**config.mk**
```make
export PLATFORM = sky130hd
export DESIGN_NAME = i2c_bus_arbiter
export DESIGN_NICKNAME = d
export VERILOG_FILES = /design/src/rtl/i2c_cfg_pkg.sv /design/src/rtl/i2c_rr_picker.sv /design/src/rtl/i2c_bus_arbiter.sv
export SDC_FILE = /design/constraint.sdc
export NUM_CORES = 1
export LEC_CHECK = 0
export ABC_CLOCK_PERIOD_IN_PS = 2200
export CORE_MARGIN = 2
export CORE_UTILIZATION = 45
export CTS_CLUSTER_DIAMETER = 40
export DETAILED_ROUTE_END_ITERATION = 16
export PLACE_DENSITY = 0.78
export SETUP_SLACK_MARGIN = 0.15
export SLEW_MARGIN = 0
export SYNTH_ARGS = -nofsm -noshare
export SYNTH_HDL_FRONTEND = slang
export SYNTH_SLANG_ARGS = --single-unit
```
**constraint.sdc**
```tcl
create_clock -name clk_200kHz -period 2.2 [get_ports clk_200kHz]
set_input_delay 0.44 -clock clk_200kHz [delete_from_list [all_inputs] [get_ports clk_200kHz]]
set_output_delay 0.44 -clock clk_200kHz [all_outputs]
set_load 0.01 [all_outputs]
```
**src/rtl/i2c_cfg_pkg.sv**
```systemverilog
// ---------------------------------------------------------------------------
// i2c_cfg_pkg
// Shared definitions for the I2C configuration path: arbiter state
// encodings, default controller word geometry, timeout defaults and the
// default slave address used by the configuration sequencers.
// No ports (package).
// ---------------------------------------------------------------------------
package i2c_cfg_pkg;

    // Controller word is {slave_addr[7:0], reg_addr[7:0], reg_data[7:0]}
    localparam int DEFAULT_DATA_WIDTH     = 24;
    // 2000 cycles of clk_200kHz = 10 ms
    localparam int DEFAULT_TIMEOUT_CYCLES = 2000;
    localparam int DEFAULT_CNT_WIDTH      = 12;

    // 8-bit write address of the HDMI transmitter (0x72)
    localparam logic [7:0] DEFAULT_SLAVE_ADDR = 8'h72;

    // Arbiter FSM encodings
    localparam logic [2:0] ST_IDLE     = 3'd0;
    localparam logic [2:0] ST_GRANT    = 3'd1;
    localparam logic [2:0] ST_START    = 3'd2;
    localparam logic [2:0] ST_WAIT_END = 3'd3;
    localparam logic [2:0] ST_STOP     = 3'd4;

    // True for the states in which a requester owns the controller
    function automatic logic is_owned_state(input logic [2:0] st);
        return (st == ST_GRANT) || (st == ST_START) ||
               (st == ST_WAIT_END) || (st == ST_STOP);
    endfunction

endpackage

```
**src/rtl/i2c_rr_picker.sv**
```systemverilog
// ---------------------------------------------------------------------------
// i2c_rr_picker
// Combinational round-robin winner selection. Scans requesters starting
// one past the last served index, wrapping modulo N_REQ.
// Ports:
//   req       in  N_REQ  request vector
//   last_idx  in  IDX_W  index served most recently
//   valid     out 1      at least one request present
//   winner    out IDX_W  first asserted request after last_idx
// ---------------------------------------------------------------------------
module i2c_rr_picker
    import i2c_cfg_pkg::*;
#(
    parameter int N_REQ = 2,
    parameter int IDX_W = $clog2(N_REQ)
) (
    input  logic [N_REQ-1:0] req,
    input  logic [IDX_W-1:0] last_idx,
    output logic             valid,
    output logic [IDX_W-1:0] winner
);

    always_comb begin
        int cand;
        valid  = 1'b0;
        winner = '0;
        cand   = 0;
        // k = N_REQ wraps back to last_idx itself, so a lone requester that
        // was just served can still win.
        for (int k = 1; k <= N_REQ; k++) begin
            cand = (int'(last_idx) + k) % N_REQ;
            if (!valid && req[IDX_W'(cand)]) begin
                valid  = 1'b1;
                winner = IDX_W'(cand);
            end
        end
    end

endmodule

```
**src/rtl/i2c_bus_arbiter.sv**
```systemverilog
// ---------------------------------------------------------------------------
// i2c_bus_arbiter
// Shares one I2C controller among N_REQ configuration sequencers with
// round-robin priority, one 3-byte transaction per grant. Sequences the
// controller start/stop handshake for the winner and aborts a transaction
// that does not end within TIMEOUT_CYCLES.
// All outputs are decoded from registered state only.
// Ports:
//   clk_200kHz        in   1                  clock
//   RESET_CONFIG      in   1                  async reset, active-high
//   REQ               in   N_REQ              per-requester request (level)
//   REQ_DATA          in   N_REQ*DATA_WIDTH   flattened request words
//   GNT               out  N_REQ              one-hot grant (GRANT..STOP)
//   DONE              out  N_REQ              one-cycle completion pulse
//   TIMEOUT_PULSE     out  1                  pulse with DONE on timeout
//   TIMEOUT_FLAG      out  1                  sticky timeout indicator
//   ARB_BUSY          out  1                  state is not IDLE
//   CTRL_READY        in   1                  controller ready
//   CTRL_END          in   1                  controller transaction end
//   CTRL_CONFIG_DATA  out  DATA_WIDTH         word to the controller
//   CTRL_START        out  1                  start strobe
//   CTRL_STOP         out  1                  stop strobe
// CNT_WIDTH must satisfy 2**CNT_WIDTH > TIMEOUT_CYCLES.
// ---------------------------------------------------------------------------
module i2c_bus_arbiter
    import i2c_cfg_pkg::*;
#(
    parameter int N_REQ          = 2,
    parameter int DATA_WIDTH     = DEFAULT_DATA_WIDTH,
    parameter int TIMEOUT_CYCLES = DEFAULT_TIMEOUT_CYCLES,
    parameter int CNT_WIDTH      = DEFAULT_CNT_WIDTH
) (
    input  logic                        clk_200kHz,
    input  logic                        RESET_CONFIG,
    input  logic [N_REQ-1:0]            REQ,
    input  logic [N_REQ*DATA_WIDTH-1:0] REQ_DATA,
    output logic [N_REQ-1:0]            GNT,
    output logic [N_REQ-1:0]            DONE,
    output logic                        TIMEOUT_PULSE,
    output logic                        TIMEOUT_FLAG,
    output logic                        ARB_BUSY,
    input  logic                        CTRL_READY,
    input  logic                        CTRL_END,
    output logic [DATA_WIDTH-1:0]       CTRL_CONFIG_DATA,
    output logic                        CTRL_START,
    output logic                        CTRL_STOP
);

    localparam int                   IDX_W    = $clog2(N_REQ);
    localparam logic [CNT_WIDTH-1:0] CNT_LAST = CNT_WIDTH'(TIMEOUT_CYCLES - 1);

    logic [2:0]            state_q;
    logic [IDX_W-1:0]      idx_q;
    logic [IDX_W-1:0]      last_idx_q;
    logic [DATA_WIDTH-1:0] data_q;
    logic [CNT_WIDTH-1:0]  cnt_q;
    logic                  to_bit_q;
    logic                  timeout_flag_q;

    logic                  pick_valid;
    logic [IDX_W-1:0]      pick_idx;
    logic [DATA_WIDTH-1:0] pick_word;
    logic [N_REQ-1:0]      idx_onehot;

    i2c_rr_picker #(
        .N_REQ (N_REQ),
        .IDX_W (IDX_W)
    ) u_picker (
        .req      (REQ),
        .last_idx (last_idx_q),
        .valid    (pick_valid),
        .winner   (pick_idx)
    );

    // Mux the winner's slice out of the flattened request bus
    always_comb begin
        pick_word = '0;
        for (int i = 0; i < N_REQ; i++) begin
            if (pick_idx == IDX_W'(i)) begin
                pick_word = REQ_DATA[i*DATA_WIDTH +: DATA_WIDTH];
            end
        end
    end

    always_ff @(posedge clk_200kHz or posedge RESET_CONFIG) begin
        if (RESET_CONFIG) begin
            state_q        <= ST_IDLE;
            idx_q          <= '0;
            last_idx_q     <= IDX_W'(N_REQ - 1);
            data_q         <= '0;
            cnt_q          <= '0;
            to_bit_q       <= 1'b0;
            timeout_flag_q <= 1'b0;
        end else begin
            case (state_q)
                ST_IDLE: begin
                    // Word is captured here so the requester may change
                    // REQ_DATA as soon as it sees GNT.
                    if (CTRL_READY && pick_valid) begin
                        idx_q   <= pick_idx;
                        data_q  <= pick_word;
                        state_q <= ST_GRANT;
                    end
                end
                ST_GRANT: begin
                    state_q <= ST_START;
                end
                ST_START: begin
                    cnt_q    <= '0;
                    to_bit_q <= 1'b0;
                    state_q  <= ST_WAIT_END;
                end
                ST_WAIT_END: begin
                    // END wins over a coincident timeout
                    if (CTRL_END) begin
                        state_q <= ST_STOP;
                    end else if (cnt_q == CNT_LAST) begin
                        to_bit_q <= 1'b1;
                        state_q  <= ST_STOP;
                    end else begin
                        cnt_q <= cnt_q + 1'b1;
                    end
                end
                ST_STOP: begin
                    timeout_flag_q <= timeout_flag_q | to_bit_q;
                    last_idx_q     <= idx_q;
                    state_q        <= ST_IDLE;
                end
                default: begin
                    state_q <= ST_IDLE;
                end
            endcase
        end
    end

    always_comb begin
        for (int i = 0; i < N_REQ; i++) begin
            idx_onehot[i] = (idx_q == IDX_W'(i));
        end
    end

    // Moore output decode; illegal encodings fall through with all strobes low
    always_comb begin
        GNT              = '0;
        DONE             = '0;
        TIMEOUT_PULSE    = 1'b0;
        CTRL_CONFIG_DATA = '0;
        CTRL_START       = 1'b0;
        CTRL_STOP        = 1'b0;
        ARB_BUSY         = (state_q != ST_IDLE);
        // The flag rises together with the pulse rather than a cycle later
        TIMEOUT_FLAG     = timeout_flag_q | ((state_q == ST_STOP) & to_bit_q);

        if (is_owned_state(state_q)) begin
            GNT              = idx_onehot;
            CTRL_CONFIG_DATA = data_q;
        end
        if (state_q == ST_START) begin
            CTRL_START = 1'b1;
        end
        if (state_q == ST_STOP) begin
            CTRL_STOP     = 1'b1;
            DONE          = idx_onehot;
            TIMEOUT_PULSE = to_bit_q;
        end
    end

endmodule

```
Yosys cells after proc, flatten, opt, wreduce, memory -nomap -nowiden

Cells that the tools add are included.

Add/sub/neg operators: 3
Order comparisons: 2
Eq/ne operators: 10
Mux-type cells: 25
Bitwise operators: 4
Reductions and logical operators: 13

Operators by type and width:

| operator                                                                | number |
|---|---|
| 24-bit two-way mux                                                      | 2 |
| 12-bit two-way mux                                                      | 2 |
| 12-bit one-hot mux with 2 select lines                                  | 1 |
| 1-bit two-way mux                                                       | 13 |
| 12-bit by 1-bit adder with 12-bit output, second input constant         | 1 |
| 12-bit by 11-bit equality test with 1-bit output, second input constant | 1 |
| 3-bit one-hot mux with 4 select lines                                   | 1 |
| 3-bit two-way mux                                                       | 3 |
| 2-bit != test, second input constant                                    | 4 |
| 3-bit by 2-bit equality test with 1-bit output, second input constant   | 2 |
| 1-bit by 3-bit < comparator with 1-bit output, second input constant    | 2 |
| 3-bit AND reduction                                                     | 2 |
| 2-bit two-way mux                                                       | 2 |
| 2-bit AND reduction                                                     | 2 |
| 3-bit by 1-bit equality test with 1-bit output, second input constant   | 1 |
| 3-bit equality test, second input constant                              | 1 |
| 3-bit logical NOT                                                       | 1 |
| 1-bit logical OR                                                        | 3 |
| 3-bit != test, second input constant                                    | 1 |
| 3-bit nonzero test                                                      | 1 |
| 1-bit adder, second input constant                                      | 2 |
| 1-bit logical AND                                                       | 2 |
| 1-bit OR                                                                | 2 |
| 1-bit one-hot mux with 2 select lines                                   | 1 |
| other kinds (4)                                                         | 4 |

Flip-flop bits (word level): 43
Input bits: 54
Output and inout port bits: 33
Logic and storage cells: 64

Longest topological paths before layout

Gate-level depths: netlist (run 1).

Depth in word-level cells: 11
Gate-level depth with buffers: 6
Gate-level depth less buffers: 5

Modules after synthesis

A second synthesis (run 1) with hierarchy kept.

Cells, all modules: 254
Area, all modules: 2496.1 um^2

Modules (own cells, without submodules):

| module          | instances | cells an instance | area each (um^2) | sequential area each (um^2) |
|---|---|---|---|---|
| i2c_bus_arbiter | 1         | 252               | 2474.9           | 1077.3 |
| i2c_rr_picker   | 1         | 2                 | 21.3             | 0.0 |

Worst setup path after synthesis (run 1)

OpenSTA, ideal clock, no wires.

Kind: register -> output
From: register state_q[0]
To: output CTRL_CONFIG_DATA[10]
Arrival: 1361 ps
Required time: 1760 ps
Setup slack: 399 ps
Cell stages (with the launch flop): 6
Path buffers: 2
Cells stage by stage: dfrtp_1 clkbuf_8 nor2_1 xnor2_1 clkbuf_1 and2_1

Cells in the longest elaborated chain, start to end: 5
Elaborated cells on any way between the ends: 8
Classes of those cells: eq/ne: 4; mux: 1; reduce/logical: 3

Ends and longest elaborated chain:

| item                                                                                                             | RTL line               | RTL |
|---|---|---|
| from (decl)                                                                                                      | i2c_bus_arbiter.sv:52  | `logic [2:0] state_q;` |
| from (signal assigned)                                                                                           | i2c_bus_arbiter.sv:87  | `state_q <= ST_IDLE;` |
| from (signal assigned)                                                                                           | i2c_bus_arbiter.sv:102 | `state_q <= ST_GRANT;` |
| from (signal assigned)                                                                                           | i2c_bus_arbiter.sv:106 | `state_q <= ST_START;` |
| 3-bit by 1-bit equality test with 1-bit output or 3-bit by 2-bit equality test with 1-bit output (tied branches) | i2c_cfg_pkg.sv:28      | `return (st == ST_GRANT) \|\| (st == ST_START) \|\|` |
| 1-bit logical OR (2 in a row)                                                                                    | i2c_cfg_pkg.sv:28      |  |
| 1-bit logical OR *                                                                                               | i2c_cfg_pkg.sv:29      | `(st == ST_WAIT_END) \|\| (st == ST_STOP);` |
| 24-bit two-way mux *                                                                                             | i2c_bus_arbiter.sv:154 | `if (is_owned_state(state_q)) begin` |
| to (decl)                                                                                                        | i2c_bus_arbiter.sv:44  | `output logic [DATA_WIDTH-1:0] CTRL_CONFIG_DATA,` |

Every way passes the cells marked *; elsewhere a longest branch is shown, timed or not.

Final worst setup path (run 1)

From: register state_q[1]
To: output GNT[0]

Cells in the longest elaborated chain, start to end: 5
Elaborated cells on any way between the ends: 8
Classes of those cells: eq/ne: 4; mux: 1; reduce/logical: 3

Ends and longest elaborated chain:

| item                                                                                                             | RTL line               | RTL |
|---|---|---|
| 3-bit by 1-bit equality test with 1-bit output or 3-bit by 2-bit equality test with 1-bit output (tied branches) | i2c_cfg_pkg.sv:28      |  |
| 1-bit logical OR (2 in a row)                                                                                    | i2c_cfg_pkg.sv:28      |  |
| 1-bit logical OR *                                                                                               | i2c_cfg_pkg.sv:29      |  |
| 2-bit two-way mux *                                                                                              | i2c_bus_arbiter.sv:154 |  |
| to (decl)                                                                                                        | i2c_bus_arbiter.sv:37  | `output logic [N_REQ-1:0] GNT,` |

Marked as above.

==> impl_metrics.csv, run 1 <==
group,metric,value,unit
floorplan,die-area,5957,sq um
setup_path,critical_path_class,"reg2out",
setup_path,r2r_slack,0.36,ns
logic_synthesis,netlist.area_leader.share,0.4361,
finish,stdcell_count,417,
timing,skew,0.006281,ns
timing,final-setup-viol-count,0,
logic_synthesis,ys_seq_elements,43,
setup_path,r2r_end,"cnt_q[6]",
finish,synthToLayoutAreaGrowth,51.14,%
cts,clockBufferDepth,2,
cts,clk_latency,0.30,ns
logic_synthesis,yosys_warnings,0,
finish,drive_gt1_frac,0.2363,
logic_synthesis,yosysSeqAreaShare,0.4470,
grt,antenna_found_initial,0,
timing,rsz0062_at_grt,"yes",
floorplan,die_x,77.18,um
logic_synthesis,syn-cell-area,2410,sq um
drt,ant_nets,0,
drt,routed-via-count,2217,
cts,cts-buffers-inserted,5,
setup_path,worstPathRequired,1.76,ns
timing,timing.final.crit_share,0.9631,
floorplan,rows,26,
logic_synthesis,syn_inst,254,
logic_synthesis,synth.area.top_cells,"dfrtp_1 (44%), mux2i_1 (10%), and2_1 (7.3%)",
logic_synthesis,yosysMostFrequentCell,"dfrtp_1",
finish,final_nets,401,
timing,final_hold_viol_count,0,
setup_path,worstReg2RegStart,"cnt_q[0]",
floorplan,core_area,5140,sq um
timing,timing.hold.ws,0.4735,ns
logic_synthesis,synth-edff-count,0,
cts,cts_tree,"done",
logic_synthesis,syn_nets,309,
finish,fillers,414,
place,gp_congestion,0.7952,
drt,drt_iter0_markers,111,
pwr,power_density,1215,nW/um^2
timing,worstMarginPinSlew,0.4402,ns
pwr,p_leak,0.001683,uW
drt,wl_per_cell,15.82,um
logic_synthesis,yosys-top-cells-count,"dfrtp_1 (42), nand2_1 (31), o21ai_0 (30)",
logic_synthesis,yosys_most_used_dff,"dfrtp_1",
grt,grt.overflow.total,0,
setup_path,reg2regPathDepth,5,
timing,fin_setup_tns,0,ns
cts,clkSinkCount,43,
setup_path,cp_max_fo,6,
logic_synthesis,synth.largest_area_cell,"dfrtp_1",
cts,clk_pin_slew,0.08,ns
drt,wirelength,6596,um
place,dp_hpwl,4341,um
drt,via_per_inst,5.317,
cts,root_buffer,"clkbuf_8",
logic_synthesis,syn_avg_cell_area,9.487,sq um
place,dpl_cell_area,3354,sq um
grt,busiest_layer,"met2",
timing,finalMaxSlewViolations,0,
grt,met2_usage,0.3965,
grt,gr-usage-met3,0.04824,
cts,htreeDepth,2,
floorplan,start_util,0.4688,
grt,grt_util_met1,0.2720,
grt,grt_max_degree,51,
grt,first_global_vias,2143,
logic_synthesis,yosysUniqueCellTypes,44,
finish,final_area,3642,sq um
timing,fmax,0.4720,GHz
drt,drt_pass1_iterations,4,
timing,slew_headroom,0.7056,
setup_path,worstSetupEndpointType,"output pin",
setup_path,cp.arrival,1.68,ns
timing,setup_ws,0.08123,ns
logic_synthesis,async_reset_ff_frac,1.000,
drt,post-route-drc-count,0,
place,dpl.cell_count,399,
timing,period_needed,2.119,ns
status,status,"finished, final reports clean",
place,place_ws,0.1210,ns
grt,grtUsageTotal,0.2232,
floorplan,ioPinCount,87,
place,port_buffers,85,
pwr,ir_drop,0.6010,mV
run,max_cap_viol_count,0,
finish,diodes,0,
floorplan,die_h,77.18,um
min_path,hold_path.class,"in2async",
grt,grt_pass1_wl,10520,um
setup_path,cp-start-kind,"register",
cts,cts_hold_buf,0,
-- area by class of cell --
| type | count | area, sq um | area share |
|---|---|---|---|
| clock inverters | 2 | 60.06 | 0.01649 |
| repair buffers | 103 | 1054 | 0.2892 |
| multi-input cells | 189 | 1276 | 0.3504 |
| inverters | 4 | 15.01 | 0.004122 |
| flip-flops and latches | 43 | 1077 | 0.2958 |
| clock buffers | 6 | 72.57 | 0.01992 |
| well taps | 70 | 87.58 | 0.02405 |
-- sequential cells by signal, summed over array words and instances (netlist names) --
name	cells
to_bit_q	1
data_q	24
cnt_q	12
timeout_flag_q	1
idx_q	1
last_idx_q	1
state_q	3
-- how the worst max path moves through the flow --
stage	start	endpoint	slack, ns	cells after the start
after global routing	state_q[1]	GNT[0]	-0.006	7
final	state_q[1]	GNT[0]	0.08	7
after CTS	state_q[0]	CTRL_CONFIG_DATA[8]	0.03	6
after detailed placement	state_q[1]	CTRL_CONFIG_DATA[8]	0.12	5
after global placement	state_q[1]	CTRL_CONFIG_DATA[8]	0.15	5
after floorplan	state_q[0]	CTRL_CONFIG_DATA[10]	0.40	5
-- layout by cell type (no fill, tap or decap), types with 3 or more instances in the layout --
master	n
and2_4	14
buf_8	3
buf_2	9
nand3_1	7
dlygate4sd2_1	5
clkbuf_8	5
nor2_1	8
a21oi_1	3
and2_1	14
buf_6	17
dfrtp_1	42
inv_1	3
buf_12	3
a31oi_1	3
clkdlybuf4s50_1	52
o31ai_1	14
and3_1	4
nand2_1	31
buf_4	9
mux2i_1	24
o21ai_0	30
-- report_power, final --
group	switching, uW	internal, uW
sequential	154	1050
clock	273	454
combinational	1110	1390
-- timing repair --
item | in CTS | in global routing
setup endpoints to repair | 33 | 30
gates resized for setup | 133 | 30
pin swaps | 5 | 12
cloned | 2 | 0
buffers inserted | 6 | 2
-- cell families (layout without fill, tap and decap cells) --
kind of cell,after synthesis,in the layout,share of synthesized area
AND/OR/NAND/NOR,100,100,0.2248
buffers and inverters,22,115,0.05036
multiplexers,24,24,0.09969
flip-flops,43,43,0.4470
AO/OA/AOI/OAI,62,62,0.1656
XOR/XNOR,2,2,0.007270
adder cells (fa/ha/maj),1,1,0.005191
-- per-layer routing --
layer / up-vias / part of all wire
met5: - / 0
met4: 0 / 0.016
met3: 8 / 0.050
met2: 81 / 0.53
met1: 1044 / 0.40
li1: 1084 / -
-- stage by stage --
stage          power, uW  utilization
2_1_floorplan       2203            -
3_3_place_gp        3152       0.6526
3_5_place_dp        3206       0.6526
4_1_cts             4289       0.6969
5_1_grt             4687       0.7086
6_report            4424       0.7086
-- worst max-delay path, cell delays in order, from the launching register on --
cell and delay, ns:
dfrtp_1 0.42, nor2_4 0.14, xnor2_2 0.15, buf_4 0.15, buf_6 0.12, buf_16 0.12
nor2b_1 0.14, buf_2 0.14
Note: power is estimated with default switching activity, not from simulation.
==> run 2: changes to the inputs <==
Settings changed: CORE_UTILIZATION 45 to 42, PLACE_DENSITY 0.78 to 0.73.
==> impl_metrics.csv, run 2 (synthesized netlist as in run 1, its figures left out) <==
group,metric,value,unit
timing,slew_headroom,0.6316,
pwr,power,4137,uW
finish,stdcell_count,417,
setup_path,worstPathRequired,1.76,ns
setup_path,r2r_slack,0.46,ns
grt,grt.overflow.total,0,
finish,top_regs,"data_q: 24 flops, cnt_q: 12 flops, state_q: 3 flops",
floorplan,core_area,5540,sq um
grt,grtUsageTotal,0.2005,
setup_path,critical_path_class,"reg2out",
place,gp_congestion,0.8333,
cts,cts_tree,"done",
grt,grt_pass1_wl,10010,um
drt,drt_pass1_iterations,4,
floorplan,die-area,6359,sq um
finish,fillers,484,
floorplan,die_h,79.75,um
cts,clk_pin_slew,0.08,ns
pwr,ir_drop,0.5879,mV
cts,clockBufferDepth,2,
finish,layout_common_cells,"clkdlybuf4s50_1 (52), dfrtp_1 (41), nand2_1 (31), o21ai_0 (30), mux2i_1 (24)",
setup_path,slowest_delay,0.41,ns
cts,clkSinkCount,43,
pwr,p_leak,0.001652,uW
finish,drive_gt1_frac,0.2087,
finish,largest-register,"data_q",
place,dpl_cell_area,3367,sq um
place,port_buffers,85,
timing,setup_ws,0.1764,ns
timing,period_needed,2.024,ns
finish,final_common_cell,"clkdlybuf4s50_1",
grt,antenna_found_initial,0,
status,status,"finished, final reports clean",
setup_path,cp_max_fo,6,
drt,wl_per_cell,14.62,um
finish,synthToLayoutAreaGrowth,47.30,%
timing,fin_setup_tns,0,ns
drt,wirelength,6098,um
finish,seq_area,1079,sq um
finish,multi_input_area,1267,sq um
drt,drt_iter0_markers,121,
drt,ant_nets,0,
setup_path,cp.arrival,1.58,ns
floorplan,rows,27,
timing,timing.final.crit_share,0.9198,
timing,rsz0062_at_grt,"yes",
finish,largest_reg_flops,24,
setup_path,path_common_cell,"buf_6",
cts,root_buffer,"clkbuf_8",
setup_path,crit_chain,"nor2_4, xnor2_4, buf_6, buf_6, nor2b_4, buf_2",
setup_path,critical_path.top_delay_family,"buffers and inverters",
place,dpl.cell_count,404,
timing,worstMarginPinSlew,0.5526,ns
setup_path,cp-start-kind,"register",
run,max_cap_viol_count,0,
cts,cts_hold_buf,0,
drt,via_per_inst,5.163,
grt,grt_max_degree,51,
grt,first_global_vias,2083,
min_path,hold_path.class,"reg2reg",
setup_path,worstSetupEndpointType,"output pin",
drt,post-route-drc-count,0,
timing,final_hold_viol_count,0,
timing,skew,0.004946,ns
timing,final-setup-viol-count,0,
timing,fmax,0.4942,GHz
setup_path,cpMaxStageDelayCell,"dfrtp_1",
finish,final_nets,399,
pwr,power_density,1165,nW/um^2
timing,finalMaxSlewViolations,0,
floorplan,die_x,79.75,um
cts,clk_latency,0.30,ns
place,dp_hpwl,4198,um
finish,diodes,0,
drt,routed-via-count,2153,
floorplan,ioPinCount,87,
place,place_ws,0.1347,ns
cts,htreeDepth,2,
floorplan,start_util,0.4350,
setup_path,cp.buffers_inverters,3,
finish,final_area,3550,sq um
cts,cts-buffers-inserted,5,
[run 2: layer usage]
| metal | share of wire | routed length [um] | global-route usage | vias up |
|---|---|---|---|---|
| met5 | 0 | 0 | 0 | - |
| met2 | 0.51 | 3137 | 0.3445 | 53 |
| met4 | 0.0097 | 59 | 0.05085 | 0 |
| li1 | - | - | - | 1080 |
| met1 | 0.43 | 2606 | 0.2606 | 1016 |
| met3 | 0.048 | 295 | 0.03733 | 4 |
[run 2: through the flow]
stage / util / hold WS (ns)
final: 0.6407 / 0.4690
after global routing: 0.6407 / 0.5028
after CTS: 0.6369 / 0.4804
after detailed placement: 0.6077 / 0.4613
after global placement: 0.6077 / 0.4459
after floorplan: - / 0.4310
[run 2: worst paths after layout]
kind	endpoint	startpoint	depth (start not counted)
setup reg to reg	cnt_q[6]	cnt_q[0]	5
hold / removal	timeout_flag_q	timeout_flag_q	1
hold reg to reg	timeout_flag_q	timeout_flag_q	1
setup / recovery	GNT[0]	state_q[0]	6
max in group asynchronous	state_q[2]	RESET_CONFIG	3
min in group asynchronous	data_q[20]	RESET_CONFIG	3
[run 2: worst reg2reg max path, delay by kind of cell, from the launching register on]
family / cells / cell delay (ns)
and+or+nand+nor: 2 / 0.47
AOI/OAI and AO/OA: 2 / 0.51
DFF: 1 / 0.41
adders and majority gates: 1 / 0.25
[run 2: what timing repair did]
item	CTS	global route
gates resized for setup	106	32
pin swaps	1	4
endpoints found under the setup margin	33	15
setup buffers	2	0
gates cloned	3	0
[run 2: cell type report]
class | instances | area share
multi-input cells | 189 | 0.3571
flip-flops and latches | 43 | 0.3038
repair buffers | 101 | 0.2721
well taps | 72 | 0.02538
clock buffers | 6 | 0.02044
clock inverters | 2 | 0.01692
inverters | 4 | 0.004230
[run 2: where the power goes]
group          switching [uW]  internal [uW]  leakage [uW]
Combinational            1030           1190       0.00103
Sequential                143           1050      0.000554
Clock                     272            454     0.0000654
==> run 3: changes to the inputs <==
Settings changed: MAX_ROUTING_LAYER set to met4.
==> impl_metrics.csv, run 3 (synthesized netlist as in run 1, its figures left out) <==
group,metric,value,unit
cts,cts_tree,"done",
timing,fin_setup_tns,0,ns
timing,skew,0.004947,ns
setup_path,reg2regPathDepth,5,
floorplan,core_area,5540,sq um
grt,grt.overflow.total,0,
finish,synthToLayoutAreaGrowth,47.56,%
pwr,power_density,1164,nW/um^2
grt,gr-usage-met3,0.03281,
grt,grt_max_degree,51,
timing,slew_headroom,0.6320,
setup_path,cp-start-kind,"register",
pwr,ir_drop,0.5906,mV
finish,drive_gt1_frac,0.2087,
finish,layout_common_cells,"clkdlybuf4s50_1 (52), dfrtp_1 (41), nand2_1 (31), o21ai_0 (30), mux2i_1 (24)",
grt,grt_util_met1,0.2657,
finish,top_regs,"data_q: 24 flops, cnt_q: 12 flops, state_q: 3 flops",
timing,final-setup-viol-count,0,
setup_path,worstSetupEndpointType,"output pin",
setup_path,cp.arrival,1.58,ns
setup_path,startpoint,"state_q[0]",
cts,clkSinkCount,43,
grt,grt_pass1_wl,10030,um
run,max_cap_viol_count,0,
timing,period_needed,2.022,ns
drt,routed-via-count,2167,
timing,fmax,0.4945,GHz
place,dp_hpwl,4198,um
floorplan,die_x,79.75,um
floorplan,start_util,0.4350,
setup_path,r2r_end,"cnt_q[6]",
cts,clockBufferDepth,2,
timing,final_hold_viol_count,0,
grt,first_global_vias,2075,
drt,wl_per_cell,14.68,um
finish,diodes,0,
timing,rsz0062_at_grt,"yes",
place,port_buffers,85,
setup_path,cp_max_fo,6,
min_path,hold_path.class,"reg2reg",
pwr,p_leak,0.001650,uW
drt,wirelength,6120,um
setup_path,critical_path_class,"reg2out",
drt,ant_nets,0,
cts,htreeDepth,2,
finish,largest-register,"data_q",
drt,drt_pass1_iterations,4,
finish,final_common_cell,"clkdlybuf4s50_1",
finish,final_nets,399,
finish,stdcell_count,417,
setup_path,r2r_slack,0.46,ns
setup_path,cp-endpoint,"GNT[0]",
setup_path,worstPathRequired,1.76,ns
grt,met2_usage,0.3412,
grt,busiest_layer,"met2",
setup_path,worstReg2RegStart,"cnt_q[0]",
timing,finalMaxSlewViolations,0,
cts,cts_hold_buf,0,
cts,cts-buffers-inserted,5,
finish,largest_reg_flops,24,
cts,clk_latency,0.30,ns
floorplan,rows,27,
drt,via_per_inst,5.197,
floorplan,die-area,6359,sq um
cts,clk_pin_slew,0.08,ns
place,gp_congestion,0.8461,
floorplan,ioPinCount,87,
timing,worstMarginPinSlew,0.5520,ns
grt,antenna_found_initial,0,
status,status,"finished, final reports clean",
drt,post-route-drc-count,0,
floorplan,die_h,79.75,um
drt,drt_iter0_markers,127,
cts,root_buffer,"clkbuf_8",
timing,timing.final.crit_share,0.9193,
place,dpl.cell_count,404,
grt,grtUsageTotal,0.2057,
## run 3: changes by cell type in the layout (fill, tap and decap cells not counted), sizes merged
cell | before | now
buf | 38 | 36
clkdlybuf4s15 | 3 | 5
## run 3: worst max-delay path: stages, from the launching register on
cell and delay [ns]:
dfrtp_1 0.41, nor2_4 0.17, xnor2_4 0.15, buf_6 0.17
buf_6 0.13, nor2b_4 0.13, buf_2 0.13
## run 3: per-layer routing
metal	vias to the layer above	wire length, um	part of all wire
li1	1083	-	-
met1	1024	2638	0.43
met2	53	3135	0.51
met3	7	279	0.046
met4	0	67	0.011
met5	-	0	0
## run 3: area by class of cell
cell class	instances	area (sq um)
sequential	43	1079
inverter	4	15.01
clock buffer	6	72.57
timing repair buffer	101	972.2
tap	72	90.09
clock inverter	2	60.06
multi-input combinational	189	1267
fill	488	1984
## run 3: repair_timing
action	4_1_cts	5_1_grt
setup buffers	2	0
gates resized for setup	106	29
pin swaps	1	4
endpoints found under the setup margin	33	15
gates cloned	3	0
## run 3: through the flow
stage,utilization,power [uW],hold slack [ns],instance area [sq um],worst slack [ns]
global route,0.6418,4437,0.5028,3556,0.1147
global placement,0.6077,3164,0.4459,3367,0.1609
detailed placement,0.6077,3212,0.4613,3367,0.1347
finish,0.6418,4141,0.4690,3556,0.1776
CTS,0.6369,4069,0.4804,3528,0.06002
floorplan,-,2203,0.4310,2410,0.3987
## run 3: how the worst min path moves through the flow
stage,startpoint,end,slack [ns],cells past startpoint
after floorplan,timeout_flag_q,timeout_flag_q,0.43,1
after global placement,timeout_flag_q,timeout_flag_q,0.45,1
after detailed placement,timeout_flag_q,timeout_flag_q,0.46,1
after CTS,data_q[4],data_q[4],0.48,2
after global routing,data_q[21],data_q[21],0.50,2
final,timeout_flag_q,timeout_flag_q,0.47,1
## run 3: where the power goes
part / leakage, uW / internal [uW] / switching [uW]
combinational: 0.00103 / 1190 / 1040
clock: 0.0000654 / 454 / 270
sequential: 0.000554 / 1050 / 143
total: 0.00165 / 2690 / 1450
==> RTL edit 1 (config.mk and constraints of run 3) <==
`DEFAULT_DATA_WIDTH`: 24 -> 36.
--- a/src/rtl/i2c_cfg_pkg.sv
+++ b/src/rtl/i2c_cfg_pkg.sv
@@ -8,7 +8,7 @@
 package i2c_cfg_pkg;
 
     // Controller word is {slave_addr[7:0], reg_addr[7:0], reg_data[7:0]}
-    localparam int DEFAULT_DATA_WIDTH     = 24;
+    localparam int DEFAULT_DATA_WIDTH     = 36;
     // 2000 cycles of clk_200kHz = 10 ms
     localparam int DEFAULT_TIMEOUT_CYCLES = 2000;
     localparam int DEFAULT_CNT_WIDTH      = 12;
Ports: changed (resized CTRL_CONFIG_DATA and REQ_DATA); port bits go from 87 to 123. No check against the original RTL was run, so the function may have changed too.
==> RTL edit 1 against run 3 <==
Power increased by 43%. Sequential cell count increased by 12. Design area increased by 35%. Worst setup slack got worse by 0.12 ns. Fmax decreased by 5.6%. Synthesized area increased by 27%. Critical path depth increased by 2. Wire length increased by 43%. Critical endpoint is now CTRL_CONFIG_DATA[15].
==> RTL edit 1: results (changes against run 3) <==
Timing
  • Worst hold margin: 0.470 ns (was 0.469 ns)
  • Worst Skew: 0.00417 ns (was 0.00495 ns)
  • Worst slew margin: 60.9% (was 63.2%)
  • Achievable Freq: 467 MHz (was 494 MHz)

Critical path
  • Crit-path max FO: 5 (was 6)
  • Crit path to: CTRL_CONFIG_DATA[15] (was GNT[0])
  • Worst path depth: 8 (was 6)
  • Reg2Reg Launch Point: state_q[1] (was cnt_q[0])
  • Reg2Reg Depth: 6 (was 5)

Synth
  • Post-synthesis cell type count: 49 (was 44)
  • Post-synthesis sequential area ratio: 45.1% (was 44.7%)
  • Post-Syn Area per Cell: 9.73 µm² (was 9.49 µm²)
  • Post-Syn Area: 3060 µm² (was 2410 µm²)
  • Synth Area in Compound Gates: 14.1% (was 16.6%)
  • Ranking of synthesized cells by area: dfrtp_1, mux2i_1, and2_1 (unchanged)
  • Post-synthesis net count: 393 (was 309)
  • Mux contribution to synthesized area: 12.1% (was 9.97%)
  • Commonest cells in the netlist: dfrtp_1, nand2_1, and2_1, mux2i_1, o21ai_1 (was dfrtp_1, nand2_1, o21ai_0)

Routing
  • Vias per cell: 5.00 (was 5.20)

Pwr
  • Sw Pwr: 2.11 mW (was 1.45 mW)
  • Comb pwr share: 64.2% (was 53.7%)
  • Combinational group power: 3.81 mW (was 2.22 mW)
  • Max VDD drop: 0.549 mV (was 0.591 mV)
  • Flop pwr share: 26.6% (was 28.8%)

Clocking
  • Cts repair resizes: 170 (was 106)
  • Post-CTS Repair Setup Buffers: 7 (was 2)
  • Clk slew on worst S/H paths: 0.10 ns (was 0.08 ns)

Place
  • Post-DP Area: 4400 µm² (was 3370 µm²)
  • DP Cell Count: 525 (was 404)
  • Hpwl dp: 5810 µm (was 4200 µm)
  • Port-buffer cells: 121 (was 85)
  • Routability cong.: 0.917 (was 0.846)
  • Dpl ws: 0.104 ns (was 0.135 ns)

GRT
  • Gr usage total: 21.6% (was 20.6%)
  • Number of global-route vias before repair: 2599 (was 2075)
  • First-pass GRT wire length: 12800 µm (was 10000 µm)

Final layout
  • Layout cell share with drive strength beyond 1: 26.0% (was 20.9%)
  • Biggest regs: data_q x36, cnt_q x12, state_q x3 (was data_q x24, cnt_q x12, state_q x3)
  • Final Non-Filler Cells: 552 (was 417)

Outcome
  • Outcome: completed (unchanged)
[RTL edit 1: cell count changes after synthesis, sizes merged, moves of 5 or more]
cell / before / now
o21ai: 32 / 39
dfrtp: 42 / 54
nor2: 10 / 5
and2: 29 / 38
o31ai: 14 / 4
nand2: 32 / 47
buf: 8 / 13
mux2i: 24 / 37
[RTL edit 1: cell type report]
| cell class | count | area, µm² |
|---|---|---|
| Sequential cell | 55 | 1380 |
| Timing Repair Buffer | 150 | 1550 |
| Clock inverter | 2 | 12.5 |
| Inverter | 6 | 22.5 |
| Tap cell | 99 | 124 |
| Multi-Input combinational cell | 234 | 1630 |
| Clock buffer | 6 | 72.6 |
| Fill cell | 597 | 2350 |
[RTL edit 1: layer usage]
metal | wire length, µm | global-route usage (%) | up-vias
li1 | - | - | 1386
met1 | 3840 | 28.5 | 1284
met2 | 4260 | 35.2 | 87
met3 | 581 | 3.60 | 4
met4 | 65 | 4.88 | 0
met5 | 0 | - | -
==> RTL edit 2 (flow settings as in run 3) <==
Made on the original files. Register the output `TIMEOUT_FLAG`, without a reset; this adds one clock of latency there. The other outputs are not delayed to match.
--- a/src/rtl/i2c_bus_arbiter.sv
+++ b/src/rtl/i2c_bus_arbiter.sv
@@ -48,6 +48,8 @@
 
     localparam int                   IDX_W    = $clog2(N_REQ);
     localparam logic [CNT_WIDTH-1:0] CNT_LAST = CNT_WIDTH'(TIMEOUT_CYCLES - 1);
+
+    logic TIMEOUT_FLAG_d;
 
     logic [2:0]            state_q;
     logic [IDX_W-1:0]      idx_q;
@@ -149,7 +151,7 @@
         CTRL_STOP        = 1'b0;
         ARB_BUSY         = (state_q != ST_IDLE);
         // The flag rises together with the pulse rather than a cycle later
-        TIMEOUT_FLAG     = timeout_flag_q | ((state_q == ST_STOP) & to_bit_q);
+        TIMEOUT_FLAG_d   = timeout_flag_q | ((state_q == ST_STOP) & to_bit_q);
 
         if (is_owned_state(state_q)) begin
             GNT              = idx_onehot;
@@ -165,5 +167,9 @@
         end
     end
 
+    always_ff @(posedge clk_200kHz) begin
+        TIMEOUT_FLAG <= TIMEOUT_FLAG_d;
+    end
+
 endmodule
 
Check against the original RTL: not equivalent (a bounded check fails within 10 cycles, from zero or initial values and one cycle with RESET_CONFIG high).
==> RTL edit 2 against run 3 <==
Power increased by 1.6%. Hold slack got worse by 0.0074 ns. Critical path depth is 2 higher. Worst setup slack worse by 0.087 ns. Clock skew increased by 0.0099 ns. Utilization grew 0.75 points. Design area increased by 1.2%. Clock power shrank 16%. Wire length fell by 0.54%. Via count fell by 0.88%. Non-clock buffer count grew 6. Sequential cell count rose by 1. Synthesized area up 0.83%. Critical path type unchanged. Largest power group unchanged.
==> RTL edit 2: results (changes against run 3) <==
Pwr
  • Leak: 1.68 nW (was 1.65 nW)
  • Combinational group power: 2.39 mW (was 2.22 mW)
  • Sw Pwr: 1.48 mW (was 1.45 mW)

Outcome
  • Outcome: completed (unchanged)

Final layout
  • Filler cells: 487 (was 488)
  • Layout area overhead: 48.0% (was 47.6%)
  • Layout cell share with drive strength beyond 1: 22.2% (was 20.9%)
  • Final nets: 406 (was 399)

Timing
  • Worst Skew: 0.0149 ns (was 0.00495 ns)
  • Final worst slack: 0.0910 ns (was 0.178 ns)
  • Worst hold margin: 0.462 ns (was 0.469 ns)
  • Worst slew pin tran: 0.526 ns (was 0.552 ns)

GRT
  • Number of global-route vias before repair: 2046 (was 2075)
  • Gr usage total: 20.1% (was 20.6%)
  • GR Layer Usage met1: 24.8% (was 26.6%)

Critical path
  • Data arrival, critical path: 1.67 ns (was 1.58 ns)
  • Crit-path max FO: 3 (was 6)
  • Critical path launch point: state_q[1] (was state_q[0])

Place
  • Dpl ws: 0.0837 ns (was 0.135 ns)
  • Post-DP Area: 3370 µm² (about the same)
  • Routability cong.: 0.804 (was 0.846)

Routing
  • DR iter-0 viols: 122 (was 127)
  • WL met3: 277 µm (was 279 µm)
  • Vias per cell: 5.07 (was 5.20)

Synth
  • Mux contribution to synthesized area: 9.89% (was 9.97%)
  • Synth Area in Compound Gates: 16.4% (was 16.6%)
  • Share of the synthesized area in the top cell type: 43.3% (was 43.6%)
  • Ranking of synthesized cells by area: dfrtp_1, mux2i_1, and2_1 (unchanged)
  • Post-synthesis cell type count: 45 (was 44)
  • XOR/XNOR Fraction of Synth Area: 0.721% (was 0.727%)
  • Adder-cell share of the synthesized area: 0.515% (was 0.519%)
RTL edit 2: layout make-up:
cell class / instances / share of cell area [%]
Clock buffer: 7 / 2.12
Timing Repair Buffer: 107 / 28.3
Sequential cell: 44 / 30.5
Inverter: 4 / 0.417
Multi-Input combinational cell: 189 / 35.3
Clock inverter: 1 / 0.835
Tap cell: 72 / 2.50
RTL edit 2: repair_timing:
action / in CTS / in global routing
gates resized for setup: 108 / 34
setup buffers: 5 / 6
cloned: 2 / 0
pin swaps: 1 / 8
setup endpoints to repair: 32 / 25
hold buffers: 0 / 0
endpoints found under the hold margin: 0 / 0
RTL edit 2: critical path, stage by stage (launching register included):
cell     delay [ns]
dfrtp_1        0.41
nor2_4         0.15
buf_12         0.12
xnor2_4        0.08
buf_6          0.13
buf_6          0.11
buf_12         0.11
and2_4         0.15
buf_6          0.11
